===== config.mk =====
export PLATFORM = sky130hd
export DESIGN_NAME = player_life_ctrl
export DESIGN_NICKNAME = d
export VERILOG_FILES = /design/src/rtl/player_life_ctrl.sv
export SDC_FILE = /design/constraint.sdc
export NUM_CORES = 1
export LEC_CHECK = 0
export CORE_ASPECT_RATIO = 1.75
export CORE_UTILIZATION = 56
export DETAILED_ROUTE_END_ITERATION = 16
export PLACE_DENSITY = 0.84
export SYNTH_ARGS = -nofsm -noshare
export SYNTH_HDL_FRONTEND = slang
export SYNTH_SLANG_ARGS = --single-unit

===== constraint.sdc =====
create_clock -name clk -period 2.3 [get_ports clk]
set_clock_uncertainty 0.1 [all_clocks]
set_input_delay 0.46 -clock clk [delete_from_list [all_inputs] [get_ports clk]]
set_output_delay 0.46 -clock clk [all_outputs]
set_load 0.02 [all_outputs]

===== src/rtl/player_life_ctrl.sv =====
// Player life FSM: collision level -> hits, lives, invincibility, blink, game over.
// Latency: every output is registered and reflects inputs one clk later. Backpressure: none, inputs sampled every clk.
module player_life_ctrl #(
   parameter int INIT_LIVES   = 3,
   parameter int MAX_LIVES    = 5,
   parameter int INVUL_FRAMES = 120,
   parameter int BLINK_FRAMES = 8,
   parameter int LIFE_W       = 3
) (
   input  logic              clk,
   input  logic              rst,
   input  logic              frame_tick,
   input  logic              collision,
   input  logic              game_start,
   input  logic              extra_life,
   output logic [LIFE_W-1:0] lives,
   output logic              invincible,
   output logic              player_visible,
   output logic              hit_pulse,
   output logic              game_over
);

   typedef enum logic [1:0] {
      IDLE      = 2'd0,
      ALIVE     = 2'd1,
      INVUL     = 2'd2,
      GAME_OVER = 2'd3
   } state_t;

   localparam logic [LIFE_W-1:0] INIT_L   = LIFE_W'(INIT_LIVES);
   localparam logic [LIFE_W-1:0] MAX_L    = LIFE_W'(MAX_LIVES);
   localparam logic [LIFE_W-1:0] ONE_L    = LIFE_W'(1);
   localparam logic [7:0]        INVUL_LD = 8'(INVUL_FRAMES);
   localparam logic [7:0]        BLINK_LD = 8'(BLINK_FRAMES);

   state_t     state;
   logic [7:0] inv_cnt;
   logic [7:0] blink_cnt;

   function automatic logic [LIFE_W-1:0] inc_sat(input logic [LIFE_W-1:0] l);
      return (l >= MAX_L) ? MAX_L : l + ONE_L;
   endfunction

   always_ff @(posedge clk) begin
      if (rst) begin
         state          <= IDLE;
         lives          <= INIT_L;
         invincible     <= 1'b0;
         player_visible <= 1'b1;
         hit_pulse      <= 1'b0;
         game_over      <= 1'b0;
         inv_cnt        <= 8'd0;
         blink_cnt      <= 8'd0;
      end else begin
         hit_pulse <= 1'b0;
         if (game_start) begin
            state          <= ALIVE;
            lives          <= INIT_L;
            invincible     <= 1'b0;
            player_visible <= 1'b1;
            game_over      <= 1'b0;
            inv_cnt        <= 8'd0;
            blink_cnt      <= 8'd0;
         end else begin
            case (state)
               IDLE: begin
                  player_visible <= 1'b1;
               end

               ALIVE: begin
                  if (collision) begin
                     hit_pulse <= 1'b1;
                     // Last life goes straight to game over, no invincibility window.
                     if (lives <= ONE_L) begin
                        lives          <= '0;
                        state          <= GAME_OVER;
                        game_over      <= 1'b1;
                        invincible     <= 1'b0;
                        player_visible <= 1'b0;
                     end else begin
                        lives          <= lives - ONE_L;
                        state          <= INVUL;
                        invincible     <= 1'b1;
                        player_visible <= 1'b0;
                        inv_cnt        <= INVUL_LD;
                        blink_cnt      <= 8'd0;
                     end
                  end else if (extra_life) begin
                     lives <= inc_sat(lives);
                  end
               end

               INVUL: begin
                  if (extra_life) begin
                     lives <= inc_sat(lives);
                  end
                  if (frame_tick) begin
                     if (inv_cnt <= 8'd1) begin
                        state          <= ALIVE;
                        invincible     <= 1'b0;
                        player_visible <= 1'b1;
                        inv_cnt        <= 8'd0;
                        blink_cnt      <= 8'd0;
                     end else begin
                        inv_cnt <= inv_cnt - 8'd1;
                        // Toggle when this tick completes a full blink period.
                        if (blink_cnt >= BLINK_LD - 8'd1) begin
                           blink_cnt      <= 8'd0;
                           player_visible <= ~player_visible;
                        end else begin
                           blink_cnt <= blink_cnt + 8'd1;
                        end
                     end
                  end
               end

               GAME_OVER: begin
                  game_over      <= 1'b1;
                  player_visible <= 1'b0;
                  invincible     <= 1'b0;
                  lives          <= '0;
               end

               default: begin
                  state <= IDLE;
               end
            endcase
         end
      end
   end

endmodule


After elaboration in Yosys (flattened, before gate mapping)
Index checks and enable logic that the tools add are counted.
{"block": "op_classes", "addsub": 4, "order_cmp": 4, "eq_ne": 12, "muxes": 36, "n_bitwise": 2, "n_reduce_logical": 13}
{"op": "$mux 8", "count": 9}
{"op": "$pmux 8 s2", "count": 2}
{"op": "$reduce_and 4->1", "count": 4}
{"op": "$mux 1", "count": 13}
{"op": "$mux 3", "count": 4}
{"op": "$ne 3x3->1 const B", "count": 4}
{"op": "$ne 2x2->1 const B", "count": 5}
{"op": "$pmux 3 s3", "count": 1}
{"op": "$add 8x1->8 const B", "count": 1}
{"op": "$ge 8x3->1 const B", "count": 1}
{"op": "$le 8x1->1 const B", "count": 1}
{"op": "$sub 8x1->8 const B", "count": 1}
{"op": "$mux 2", "count": 3}
{"op": "$reduce_and 3->1", "count": 2}
{"op": "$reduce_bool 3->1", "count": 2}
{"op": "$eq 2x2->1 const B", "count": 2}
{"op": "$pmux 1 s4", "count": 1}
{"op": "$pmux 2 s2", "count": 1}
{"op": "$reduce_bool 2->1", "count": 2}
{"op": "$add 3x1->3 const B", "count": 1}
{"op": "$ge 3x3->1 const B", "count": 1}
{"op": "$le 3x1->1 const B", "count": 1}
{"op": "$pmux 1 s3", "count": 1}
{"op": "$reduce_or 3->1", "count": 1}
{"op": "other kinds (6)", "count": 7}
{"block": "word_totals", "regBits": 25, "word_cells": 80}

Logic depth before layout (Yosys ltp)
{"block": "depth", "depth_word": 5, "mapped_depth": 7, "depth_no_buf": 6}

Worst setup path before layout
No wires, ideal clock.
{"block": "synth_timing", "path_type": "reg-to-reg", "start": "register inv_cnt[3]", "end": "register invincible", "setup_time_ns": 0.132, "arrival_time_ns": 1.709, "setup_slack_ns": 0.359, "path_stages_with_launch": 6, "n_path_buf": 1, "period_less_slack_ns": 1.941, "cell_sequence": "dfxtp_1 -> or4_4 -> or4_4 -> buf_6 -> o211ai_2 -> a21oi_1"}
{"block": "synth_between", "elab_chain_len": 3}
{"element": "from (decl)", "line": "37", "rtl": "logic [7:0] inv_cnt;"}
{"element": "from (signal assigned)", "line": "105", "rtl": "inv_cnt <= inv_cnt - 8'd1;"}
{"element": "$le 8x1->1", "line": "98", "rtl": "if (inv_cnt <= 8'd1) begin"}
{"element": "$ne 2x2->1 (no line)"}
{"element": "$reduce_and 4->1 (no line)"}
{"element": "to (signal assigned)", "line": "83", "rtl": "invincible <= 1'b1;"}
{"element": "to (signal assigned)", "line": "100", "rtl": "invincible <= 1'b0;"}
{"element": "to (signal assigned)", "line": "120", "rtl": "invincible <= 1'b0;"}
{"element": "to (decl)", "line": "17", "rtl": "output logic invincible,"}
No other way between the ends.
A chain may end at the register's enable or synchronous reset.

Worst setup path in the final report
{"block": "layout_timing", "start": "register inv_cnt[3]", "end": "register inv_cnt[3]"}
{"block": "layout_between", "elab_chain_len": 4}
{"element": "$sub 8x1->8 / $le 8x1->1 (equally long branches)", "line": "105, 98"}
{"element": "$mux 8 *", "line": "98"}
{"element": "$mux 8 *", "line": "97", "rtl": "if (frame_tick) begin"}
{"element": "$pmux 8 s2 *", "line": "65", "rtl": "case (state)"}
Every way passes the cells marked *; elsewhere a longest branch is shown, timed or not. The select of a mux whose other input is x is not followed.

==> results.py <==
metrics = {
    "die": {
        "rows": 23,
        "die_h_um": 68.4,
        "pin_count": 13,
        "die_w_um": 40.0,
        "die-area_um2": 2740,
        "start_util": 0.606,
        "coreArea_um2": 2330,
    },
    "clocking": {
        "clkTransAtPathRegs_ns": 0.09,
        "worstSkewPairLatency_ns": 0.28,
        "cts.htree.levels": 1,
        "ctsHoldBuffers": 0,
        "ctsResizeCount": 0,
        "clockRootBuffer": "clkbuf_8",
        "clockBufferDepth": 2,
        "cts_buffers": 3,
        "cts.sinks": 25,
        "cts_tree": "done",
        "postCtsSetupBuffers": 0,
    },
    "power_and_ir_drop": {
        "ir_drop_mv": 0.399,
        "powerDensity_nw_per_um2": 531,
        "total_leakage_power_nw": 0.631,
        "finalPower_w": 0.000871,
    },
    "sta": {
        "final-max-slew-violation-count": 0,
        "max-slew-margin-rel": 0.623,
        "tns_ns": 0,
        "rsz0062_at_grt": "false",
        "hold_slack_ns": 0.388,
        "finalCritPeriodShare": 0.911,
        "finalHoldViolCount": 0,
        "setup_viol": 0,
        "tightest_slew_ns": 0.565,
        "finalCriticalPeriod_ns": 2.09,
        "clock.fmax_mhz": 477,
    },
    "setup_path": {
        "required_ns": 2.37,
        "crit_path_max_incr_delay_ns": 0.57,
        "path_depth": 5,
        "cp_num_buf_inv": 1,
        "crit_arrival_ns": 2.17,
        "critPathMaxFanout": 7,
        "path_cells": "or4_4 -> nor4_2 -> buf_4 -> a21oi_1 -> o221a_2",
        "slowest_stage": "or4_4",
        "cpLargestDelayFamily": "simple AND/OR/NAND/NOR gates",
        "reg2reg_depth": 5,
        "start_kind": "register",
        "end_kind": "register",
        "critPathKind": "register to register",
    },
    "routing": {
        "finalWirelength_um": 3590,
        "dr.pass1.iters": 4,
        "via_per_inst": 6.51,
        "drc_errors": 0,
        "num_vias": 1368,
        "wire_per_inst_um": 17.1,
        "drt_iter0_markers": 44,
        "detail-route-antenna-nets": 0,
    },
    "yosys": {
        "synthCells": 168,
        "synth_nets": 180,
        "yosysSeqAreaShare": 0.354,
        "ys_ff_latch": 25,
        "syn_avg_cell_area_um2": 8.41,
        "synth.distinct_cells": 48,
        "netlist_area_um2": 1410,
        "synthFlopType": "dfxtp_1",
        "yosys_warnings": 0,
        "async_flop_share": 0,
        "synth_edf_count": 0,
    },
    "run_status": {
        "outcome": "finished clean",
    },
    "layout": {
        "multi_input_area_um2": 833,
        "n_antenna_cell": 0,
        "seq_area_um2": 500,
        "n_fill_cell": 190,
        "layout-drive-gt1-share": 0.141,
        "final_nets": 198,
        "area.growth.synth_to_final_pct": 16.0,
    },
    "global_route": {
        "grt_use_total": 0.298,
        "grt_pass1_vias": 1275,
        "grt_pass1_wl_um": 5640,
        "antenna_found_initial": 0,
        "grt_overflow_total": 0,
        "grt_max_degree": 19,
    },
    "min_path": {
        "min-delay-path-class": "register to register",
        "min_path_cells": 2,
    },
    "run": {
        "max-cap-violations": 0,
    },
    "placed_design": {
        "dpl.hpwl_um": 2730,
        "gp_congestion": 0.883,
        "port_buffers": 12,
    },
}
## state kept, by name, indices dropped and copies added, names as in the netlist
register / count
blink_cnt: 8
game_over: 1
hit_pulse: 1
inv_cnt: 8
invincible: 1
lives: 3
player_visible: 1
state: 2
## power breakdown
group | total [W] | internal [W] | switching, W
clock network | 0.000274 | 0.000123 | 0.000151
registers | 0.000458 | 0.000441 | 0.0000165
logic | 0.000139 | 0.0000641 | 0.0000753
## tightest hold or removal path, stage by stage (launching register included)
cell and delay [ns]:
dfxtp_1 0.33, inv_1 0.05, a221oi_1 0.07
## worst paths after layout
check | from | to | slack, ns
setup / recovery | inv_cnt[3] | inv_cnt[3] | 0.21
hold / removal | blink_cnt[5] | blink_cnt[5] | 0.39
setup reg to reg | inv_cnt[3] | inv_cnt[3] | 0.21
hold reg to reg | blink_cnt[5] | blink_cnt[5] | 0.39
## layer usage
metal  wire length (um)  vias up  track usage
li1                   -      662            -
met1               1380      654        0.300
met2               1950       40        0.530
met3                113       12       0.0390
met4                151        0        0.194
met5                  0        -            0
## cells by family (layout without fill, tap and decap cells)
group                      after synthesis  in the layout  synth area share
DFF                                     25             25             0.354
AOI/OAI and AO/OA                       52             52             0.258
buffers and inverters                   18             35            0.0558
xor gates and xnor gates                 1              1           0.00620
muxes                                    2              2            0.0159
adders and majority gates                6              6            0.0531
and+or+nand+nor                         64             64             0.257
## metrics by stage
step | worst slack, ns | cells | cell area (um^2) | util
after floorplan | 0.359 | 168 | 1410 | -
after global placement | 0.151 | 206 | 1590 | 0.682
after detailed placement | 0.127 | 206 | 1590 | 0.682
after CTS | 0.208 | 210 | 1640 | 0.703
after global routing | 0.109 | 210 | 1640 | 0.703
final | 0.205 | 210 | 1640 | 0.703
## final cells by class
class                   instances  share of cell area
clock buffers                   3              0.0252
clock inverters                 1             0.00458
well taps                      25              0.0191
multi-input cells             125               0.508
flip-flops and latches         25               0.305
inverters                      10              0.0229
repair buffers                 21               0.115
## cell usage after synthesis (3+ instances only)
cell type	instances	area [um^2]
o21ai_0	11	55.1
o31ai_1	4	30.0
nor3b_1	3	22.5
ha_1	6	75.1
a31oi_1	3	18.8
inv_1	10	37.5
or3_1	3	18.8
a21oi_1	11	55.1
dfxtp_1	25	500
nand4_1	3	18.8
nand3_1	6	30.0
clkbuf_1	6	22.5
nor2b_1	3	18.8
nor3_1	9	45.0
nand2_1	8	30.0
nor2_1	11	41.3
a221oi_1	3	26.3
and3_1	5	31.3
## cell usage in the layout (no fill, tap or decap), drive strengths merged, types with 5 or more instances in the layout
cell,n
a21oi,11
ha,6
dfxtp,25
o21ai,12
nand3,6
nor3,9
nand2,8
nor2,11
clkdlybuf4s50,12
buf,9
inv,10
and3,5
(Power assumes the default switching activity.)
